--- src/rtl/lcd_char_buffer_pkg.sv ---
// Shared constants for the character LCD frame buffer and its driver.
// Geometry, fill character, control codes and buffer state encoding.
package lcd_pkg;

   localparam int          LINE_LEN = 16;
   localparam int          DEPTH    = 2 * LINE_LEN;
   localparam int          ADDR_W   = 5;
   localparam logic [4:0]  LAST_IDX = 5'd31;

   localparam logic [7:0]  BLANK       = 8'h20;
   localparam logic [7:0]  CH_BS       = 8'h08;
   localparam logic [7:0]  CH_LF       = 8'h0A;
   localparam logic [7:0]  CH_CR       = 8'h0D;
   localparam logic [7:0]  CH_PRINT_LO = 8'h20;
   localparam logic [7:0]  CH_PRINT_HI = 8'h7E;

   typedef enum logic {
      ST_CLEAR = 1'b0,
      ST_IDLE  = 1'b1
   } buf_state_e;

   function automatic logic is_printable(input logic [7:0] c);
      return (c >= CH_PRINT_LO) && (c <= CH_PRINT_HI);
   endfunction

endpackage

--- src/rtl/lcd_char_buffer_char_ram.sv ---
// DEPTH x 8 character store: one write port, registered read port.
// Read-during-write to the same cell returns the previous contents.
module char_ram
   import lcd_pkg::*;
(
   input  logic              clk_i,
   input  logic              reset_ni,
   input  logic              we_i,
   input  logic [ADDR_W-1:0] waddr_i,
   input  logic [7:0]        wdata_i,
   input  logic [ADDR_W-1:0] raddr_i,
   output logic [7:0]        rdata_o
);

   logic [7:0] mem_q [DEPTH];
   logic [7:0] rdata_q;

   always_ff @(posedge clk_i) begin
      if (we_i) begin
         mem_q[waddr_i] <= wdata_i;
      end
   end

   // Only the output register is reset; the array itself is left uninitialised.
   always_ff @(posedge clk_i) begin
      if (!reset_ni) begin
         rdata_q <= 8'h00;
      end else begin
         rdata_q <= mem_q[raddr_i];
      end
   end

   assign rdata_o = rdata_q;

endmodule

--- src/rtl/lcd_char_buffer.sv ---
// 2x16 character frame buffer: terminal-style byte writes from producers,
// addressed reads for the LCD driver, self-clearing, and a refresh-due flag.
module lcd_char_buffer
   import lcd_pkg::*;
(
   input  logic              clk_i,
   input  logic              reset_ni,
   input  logic              wr_valid_i,
   input  logic [7:0]        wr_data_i,
   output logic              wr_ready_o,
   input  logic              cmd_clear_i,
   input  logic [ADDR_W-1:0] rd_addr_i,
   output logic [7:0]        rd_data_o,
   input  logic              refresh_ack_i,
   output logic              dirty_o,
   output logic [ADDR_W-1:0] cursor_o
);

   buf_state_e        state_q,   state_d;
   logic [ADDR_W-1:0] clr_idx_q, clr_idx_d;
   logic [ADDR_W-1:0] cursor_q,  cursor_d;
   logic              dirty_q,   dirty_d;

   logic              we_s;
   logic [ADDR_W-1:0] waddr_s;
   logic [7:0]        wdata_s;
   logic              changed_s;
   logic              wr_ready_s;

   always_ff @(posedge clk_i) begin
      if (!reset_ni) begin
         state_q   <= ST_CLEAR;
         clr_idx_q <= 5'd0;
         cursor_q  <= 5'd0;
         dirty_q   <= 1'b0;
      end else begin
         state_q   <= state_d;
         clr_idx_q <= clr_idx_d;
         cursor_q  <= cursor_d;
         dirty_q   <= dirty_d;
      end
   end

   always_comb begin
      state_d    = state_q;
      clr_idx_d  = clr_idx_q;
      cursor_d   = cursor_q;
      we_s       = 1'b0;
      waddr_s    = cursor_q;
      wdata_s    = BLANK;
      changed_s  = 1'b0;
      wr_ready_s = 1'b0;

      case (state_q)
         ST_CLEAR: begin
            we_s    = 1'b1;
            waddr_s = clr_idx_q;
            if (clr_idx_q == LAST_IDX) begin
               state_d   = ST_IDLE;
               clr_idx_d = 5'd0;
               cursor_d  = 5'd0;
               changed_s = 1'b1;
            end else begin
               clr_idx_d = clr_idx_q + 5'd1;
            end
         end
         ST_IDLE: begin
            // A clear request blocks the producer for this cycle.
            wr_ready_s = !cmd_clear_i;
            if (cmd_clear_i) begin
               state_d   = ST_CLEAR;
               clr_idx_d = 5'd0;
            end else if (wr_valid_i) begin
               if (is_printable(wr_data_i)) begin
                  we_s      = 1'b1;
                  waddr_s   = cursor_q;
                  wdata_s   = wr_data_i;
                  cursor_d  = cursor_q + 5'd1;
                  changed_s = 1'b1;
               end else begin
                  case (wr_data_i)
                     CH_BS: begin
                        if (cursor_q != 5'd0) begin
                           we_s      = 1'b1;
                           waddr_s   = cursor_q - 5'd1;
                           cursor_d  = cursor_q - 5'd1;
                           changed_s = 1'b1;
                        end else begin
                           changed_s = 1'b0;
                        end
                     end
                     CH_CR: begin
                        cursor_d  = {cursor_q[4], 4'h0};
                        changed_s = (cursor_q[3:0] != 4'h0);
                     end
                     CH_LF: begin
                        cursor_d  = cursor_q + 5'd16;
                        changed_s = 1'b1;
                     end
                     default: begin
                        changed_s = 1'b0;
                     end
                  endcase
               end
            end else begin
               changed_s = 1'b0;
            end
         end
         default: begin
            state_d   = ST_CLEAR;
            clr_idx_d = 5'd0;
         end
      endcase

      // A change in the same cycle as the ack wins, so no update is lost.
      if (changed_s) begin
         dirty_d = 1'b1;
      end else if (refresh_ack_i) begin
         dirty_d = 1'b0;
      end else begin
         dirty_d = dirty_q;
      end
   end

   char_ram u_char_ram (
      .clk_i    (clk_i),
      .reset_ni (reset_ni),
      .we_i     (we_s && reset_ni),
      .waddr_i  (waddr_s),
      .wdata_i  (wdata_s),
      .raddr_i  (rd_addr_i),
      .rdata_o  (rd_data_o)
   );

   assign wr_ready_o = wr_ready_s;
   assign dirty_o    = dirty_q;
   assign cursor_o   = cursor_q;

endmodule

--- config.mk ---
export PLATFORM = sky130hd
export DESIGN_NAME = lcd_char_buffer
export DESIGN_NICKNAME = d
export VERILOG_FILES = /design/src/rtl/lcd_char_buffer_pkg.sv /design/src/rtl/lcd_char_buffer_char_ram.sv /design/src/rtl/lcd_char_buffer.sv
export SDC_FILE = /design/constraint.sdc
export NUM_CORES = 1
export LEC_CHECK = 0
export CAP_MARGIN = 20
export CORE_ASPECT_RATIO = 1.4
export CORE_MARGIN = 2
export CORE_UTILIZATION = 30
export DETAILED_ROUTE_END_ITERATION = 10
export GPL_ROUTABILITY_DRIVEN = 0
export PLACE_DENSITY = 0.45
export SYNTH_ARGS = -nofsm -noshare
export SYNTH_HDL_FRONTEND = slang
export SYNTH_SLANG_ARGS = --single-unit
--- constraint.sdc ---
create_clock -name clk_i -period 5.75 [get_ports clk_i]
set_clock_uncertainty 0.1 [all_clocks]
set_input_delay 1.15 -clock clk_i [delete_from_list [all_inputs] [get_ports clk_i]]
set_output_delay 1.15 -clock clk_i [all_outputs]
set_load 0.005 [all_outputs]
# Yosys cells after proc, flatten, opt, wreduce, memory -nomap -nowiden
# Memories as Yosys holds them, arrays and structs flattened. A register that Yosys moved wholly into a read port is not among the register bits.
# Index checks and enable logic that the tools add are counted.
# totals
out_inout_bits	15
mem_bits_rw	256
wordCells	71
inputBits	18
regBits	12
mem_count	1
# mem_list
name	depth	width	rd	rd_clocked_by_memory_dff	wr	line_no	text
u_char_ram.mem_q	32	8	1	1	1	lcd_char_buffer_char_ram.sv:15	logic [7:0] mem_q [DEPTH];
# op_classes
reduce_logical	9
eq_ne	11
n_bitwise	1
n_addsub	4
mux	38
order_cmp	2
# ops
operator	count
$mux 5	11
$mux 8	4
$pmux 5 s2	3
$eq 8x4->1 const B	3
$mux 1	15
$pmux 5 s3	1
$add 5x1->5 const B	2
$ge 8x6->1 const B	1
$le 8x7->1 const B	1
$ne 2x2->1 const B	4
$pmux 1 s2	3
$add 5x5->5 const B	1
$eq 5x5->1 const B	1
$ne 5x1->1 const B	1
$reduce_and 5->1	1
$reduce_bool 5->1	1
$sub 5x1->5 const B	1
$ne 4x1->1 const B	1
$reduce_and 4->1	1
$reduce_bool 4->1	1
$ne 3x3->1 const B	1
$pmux 1 s3	1
$logic_and 1x1->1	2
$logic_not 1->1	2
2 further kinds	2

# Logic depth before layout (Yosys ltp)
# logic_depth
word_depth	10
mapped_depth	9
ltp_nobuf	7

# Cells and area by module
# From an unflattened synthesis, not the netlist that was laid out.
# unflattened
cells_unflattened	624
hier_area_um2	11348.4
# by_module_without_submodules
module	seq_area_each_um2	instances	area_per_inst_um2	cells_each
char_ram	7847.5	1	10211.0	473
lcd_char_buffer	240.2	1	1137.3	151

# Least setup slack after synthesis
# No wires, ideal clock.
# synth_timing
path_type	input port to flip-flop
startpoint	input wr_data_i[2]
endpoint	memory u_char_ram.mem_q[29][0] (enable)
required_ns	5.264
arrival_ns	3.639
path_buffers	1
setup_time_ns	0.386
slack_ns	1.625
cell_stages	6
cell_sequence	buf_2 -> or4b_4 -> or3_4 -> nor2b_4 -> or4b_4 -> a211oi_1
# synth_via
elab_chain_cells	9
word_cells_on_any_way	17
classes_between	order compare: 2; eq/ne: 1; mux: 12; reduce/logical: 2
# synth_rtl
element	line_no	text
from (decl)	lcd_char_buffer.sv:9	input logic [7:0] wr_data_i,
$ge 8x6->1 (tied with other cells)	lcd_char_buffer_pkg.sv:23	return (c >= CH_PRINT_LO) && (c <= CH_PRINT_HI);
$logic_and 1x1->1 / $mux 1 (equally long branches)	lcd_char_buffer_pkg.sv:23, lcd_char_buffer.sv:81	
$mux 1	lcd_char_buffer.sv:74	if (is_printable(wr_data_i)) begin
$mux 1	lcd_char_buffer.sv:73	end else if (wr_valid_i) begin
$mux 1	lcd_char_buffer.sv:70	if (cmd_clear_i) begin
$pmux 1 s2	lcd_char_buffer.sv:54	case (state_q)
$logic_and 1x1->1	lcd_char_buffer.sv:128	.we_i (we_s && reset_ni),
$mux 1	lcd_char_buffer_char_ram.sv:19	if (we_i) begin
$mux 1 (implied by the code)	lcd_char_buffer_char_ram.sv:20	mem_q[waddr_i] <= wdata_i;
to (decl)	lcd_char_buffer_char_ram.sv:15	
# Parallel ways exist; a longest one is shown, timed or not.

# Worst setup path after layout
# layout_timing
startpoint	input wr_data_i[0]
endpoint	memory u_char_ram.mem_q[21][2] (enable)
# The elaborated chain is that of the path after synthesis.

==> summary by stage <==
Timing
The count of final max-slew check failures is 0. Dividing the final minimum period by the clock period gives a little over two thirds. The accumulated negative setup slack is 0 ns. The final-report hold violation count was 0.

Setup violations remaining at the end of the flow were counted as 0. The maximum operating frequency is approximately 0.25 GHz. The transition at the pin with the smallest max-transition slack is 1.053 ns. Measured against its own limit, the worst slew margin works out to roughly 30%.

The time the worst path needs with I/O delays and setup is 4.031 ns. The worst-case setup margin in the final layout is around 1.7 ns. Hold is met by approximately 0.41 ns. Setup repair after global routing left no endpoint under its margin.

Routing
In this run the remaining antenna-violating nets after routing total 0. The DRC violations left is 0. The post-detailed-route via-to-cell ratio is just under 5. The detailed-route via count is a little under 6,000. The final wirelength is around 26 mm. In the final routed layout, each cell accounts on average for 22.10 um. For this run, the detailed router's first-pass iteration total came to 4. In this run, the number of DRC markers left after iteration 0 of detailed routing was 403.

Clocking
The number of gates resized after CTS was 0. The maximum level of the CTS H-tree is 1. The CTS root buffer is clkbuf_16. Clock tree synthesis inserted a total of 27 buffers. The count of clock tree sinks is between 200 and 300. The clock passes through at most 3 buffers. The quantity of hold-fixing buffers added after cts is 0.

Once the clock tree was built, the setup fixing pass inserted 0 buffers. The clock-pin slew reported for the worst setup and hold paths after clock tree synthesis is 0.07 ns. The clock reaches the later pin of the worst-skew pair after ~0.53 ns.

The CTS tree is yes.

Yosys
The number of warnings issued by yosys is 0. Of the total synthesized cell area, the portion taken by XOR and XNOR cells is less than 1%. The biggest area consumer among synthesized cells is edfxtp_1. Counting flops with a built-in enable in the synthesized netlist gives ~260. Yosys mapped the design onto about 60 distinct sky130hd cell types. The share of async-settable or async-resettable flops after synthesis is 0%.

After synthesis the netlist holds a flip-flop and latch count of 276. The average cell area after synthesis is 19.11 um^2. By count the netlist is led by edfxtp_1, mux4_2, a211oi_1, dfxtp_1. The sequential-to-total area share from yosys stat is between 70% and 80%. The area share of and/or/nand/nor cells after synthesis is under 10%.

The cell with the most instances after synthesis is edfxtp_1. After Yosys synthesis, full adders, half adders and majority gates account for less than 1% of the synthesized area. In the synthesized netlist, the number of instances is a little under 600. The flip-flop cell with the highest count after synthesis is edfxtp_1. The multiplexer share of the synthesized area is between 15 and 20%. The synthesized netlist devotes 5.045% of its cell area to compound gates. The area fraction of the dominant cell type after synthesis is about two thirds. The synthesized netlist occupies a cell area of approximately 0.011 mm^2. By area, the combinational part of the netlist is dominated by multiplexers.

By area the synthesized netlist is led by edfxtp_1, mux4_2, dfxtp_1, a211oi_1, a22o_1.

Setup path
The worst setup path is captured at a flip-flop. The data arrival time of the critical path is 4.17 ns. The timing startpoint of the critical path is wr_data_i[0]. The startpoint class of the critical path is an input port. The startpoint identified for the worst register-to-register timing path is cursor_o[0]$_SDFFE_PN0P_. The critical path is of the in2reg type.

The worst path required time is slightly below 6 ns. Of all nets on the critical path, the largest fanout is 13.

Cells and area
The final core utilization is about 36%. The antenna diode instance count is 0. The total of fill cells in the finished design is approximately 3,400. Relative to the synthesized area, the layout overhead comes to 17.93%. The net count of the finished layout is a little over 700.

The final design area excluding fillers is ~0.013 mm^2. Cells with a size suffix above 1 make up a little over a quarter of the layout. After the flow finishes, the layout carries non-filler instances totaling roughly 1,200.

Floorplan
The floorplan step set the die height to ~230 um. The floorplan step defined a core boundary enclosing about 0.038 mm^2. The die boundary width is approximately 170 um.

The initial core utilization is 30.41%. The top-level port count is 33. The number of rows in the core area is 84. The die area is ~0.040 mm^2.

Placed design
In this run the cell area measured after placement is between 0.01 and 0.015 mm^2. The count of buffers from port buffering is 32. The final HPWL from detailed placement is between 15 and 20 mm. Before CTS, the worst setup slack after placement is between 1 and 1.5 ns. Once placement completed, the tool counted placed cells totaling roughly 1,100.

Global route
The first-pass GRT wire length is around 40 mm. The number of antenna violations at the first check in global routing is 0. The leftover overflow at the end of global routing is 0. The pin count of the biggest net entering global routing is 37. For this run, the total global-route usage over all layers was measured as 13.62%. The number of global-route vias before repair is between 6,000 and 7,000.

Power and ir drop
The total power per unit cell area is between 200 and 300 mW/mm^2. The analysis attributes to cell leakage a power of around 4.8 nW. The total power consumption of the routed design is around 4 mW. VDD sags by at most about 0.00013 V.

Status
The run finished with clean final reports.

Hold path
The worst hold path begins at dirty_o$_SDFFE_PN0P_. The class of the tightest hold or removal check is reg2reg.

Job
The reported max-cap violation count is 0.
registers in the layout, indices dropped and copies added, names as in the netlist:
name / cells
u_char_ram.mem_q: 256
state_q: 1
clr_idx_q: 5
u_char_ram.rdata_o: 8
dirty_o: 1
cursor_o: 5
cell families (layout without fill, tap and decap cells):
kind of cell | Yosys count | after routing
compound gates | 80 | 80
xor+xnor | 4 | 4
fa+ha+maj | 4 | 4
buf+inv | 41 | 132
flops | 276 | 276
mux | 85 | 85
other cells | 1 | 32
simple gates | 106 | 106
layer usage:
layer	wire (um)	vias up	part of all wire [%]	GRT usage [%]
met1	11130	3028	42	17.60
met5	0	-	0	0
li1	-	2683	-	-
met3	1057	34	4.0	2.004
met4	715	0	2.7	4.519
met2	13440	138	51	23.45
worst paths after layout:
kind / endpoint / slack (ns) / cells after the start
max: u_char_ram.mem_q[21][2]$_DFFE_PP_ / 1.72 / 7
min: dirty_o$_SDFFE_PN0P_ / 0.41 / 2
max reg2reg: u_char_ram.mem_q[22][2]$_DFFE_PP_ / 1.94 / 8
min reg2reg: dirty_o$_SDFFE_PN0P_ / 0.41 / 2
worst max-delay path, cell delays in order:
cell	delay (ns)
clkdlybuf4s50_1	0.57
or4b_4	0.61
o311ai_0	0.43
o211a_1	0.59
o31ai_1	0.33
nor3_1	0.24
buf_4	0.23
cells in the final DEF, fill, tap and decap left out, drive strengths merged, types with 3 or more instances in the layout:
master | Yosys | layout
a21oi | 13 | 13
a211oi | 24 | 24
clkbuf | 19 | 30
dfxtp | 20 | 20
o211ai | 5 | 5
clkinvlp | 0 | 4
nand3 | 12 | 12
nor2b | 8 | 8
edfxtp | 256 | 256
and3 | 6 | 6
nand2 | 15 | 15
o21ai | 9 | 9
ha | 4 | 4
mux4 | 80 | 80
and2 | 3 | 3
or4b | 6 | 6
inv | 5 | 9
o31ai | 3 | 3
nand4 | 6 | 6
mux2i | 3 | 3
or3 | 3 | 3
nor2 | 19 | 19
clkinv | 1 | 10
clkdlybuf4s50 | 0 | 30
nor3 | 13 | 13
buf | 16 | 48
conb | 1 | 32
a22o | 9 | 9
cell type report:
class                      instances  area [um^2]  area share (%)
clock buffer                      30        686.9           5.106
tap                              473        591.8           4.399
inverter                           6        22.52          0.1674
clock inverter                    18        141.4           1.051
sequential                       276         8088           60.11
multi-input combinational        311         3266           24.27
timing repair buffer              78        658.1           4.892
report_power, final:
group | total (mW) | internal, mW | switching [mW] | leakage, nW
combinational | 0.163 | 0.0695 | 0.0934 | 1.42
sequential | 2.18 | 2.18 | 0.00555 | 2.96
clock | 1.67 | 0.916 | 0.757 | 0.400
(Power assumes the default switching activity.)
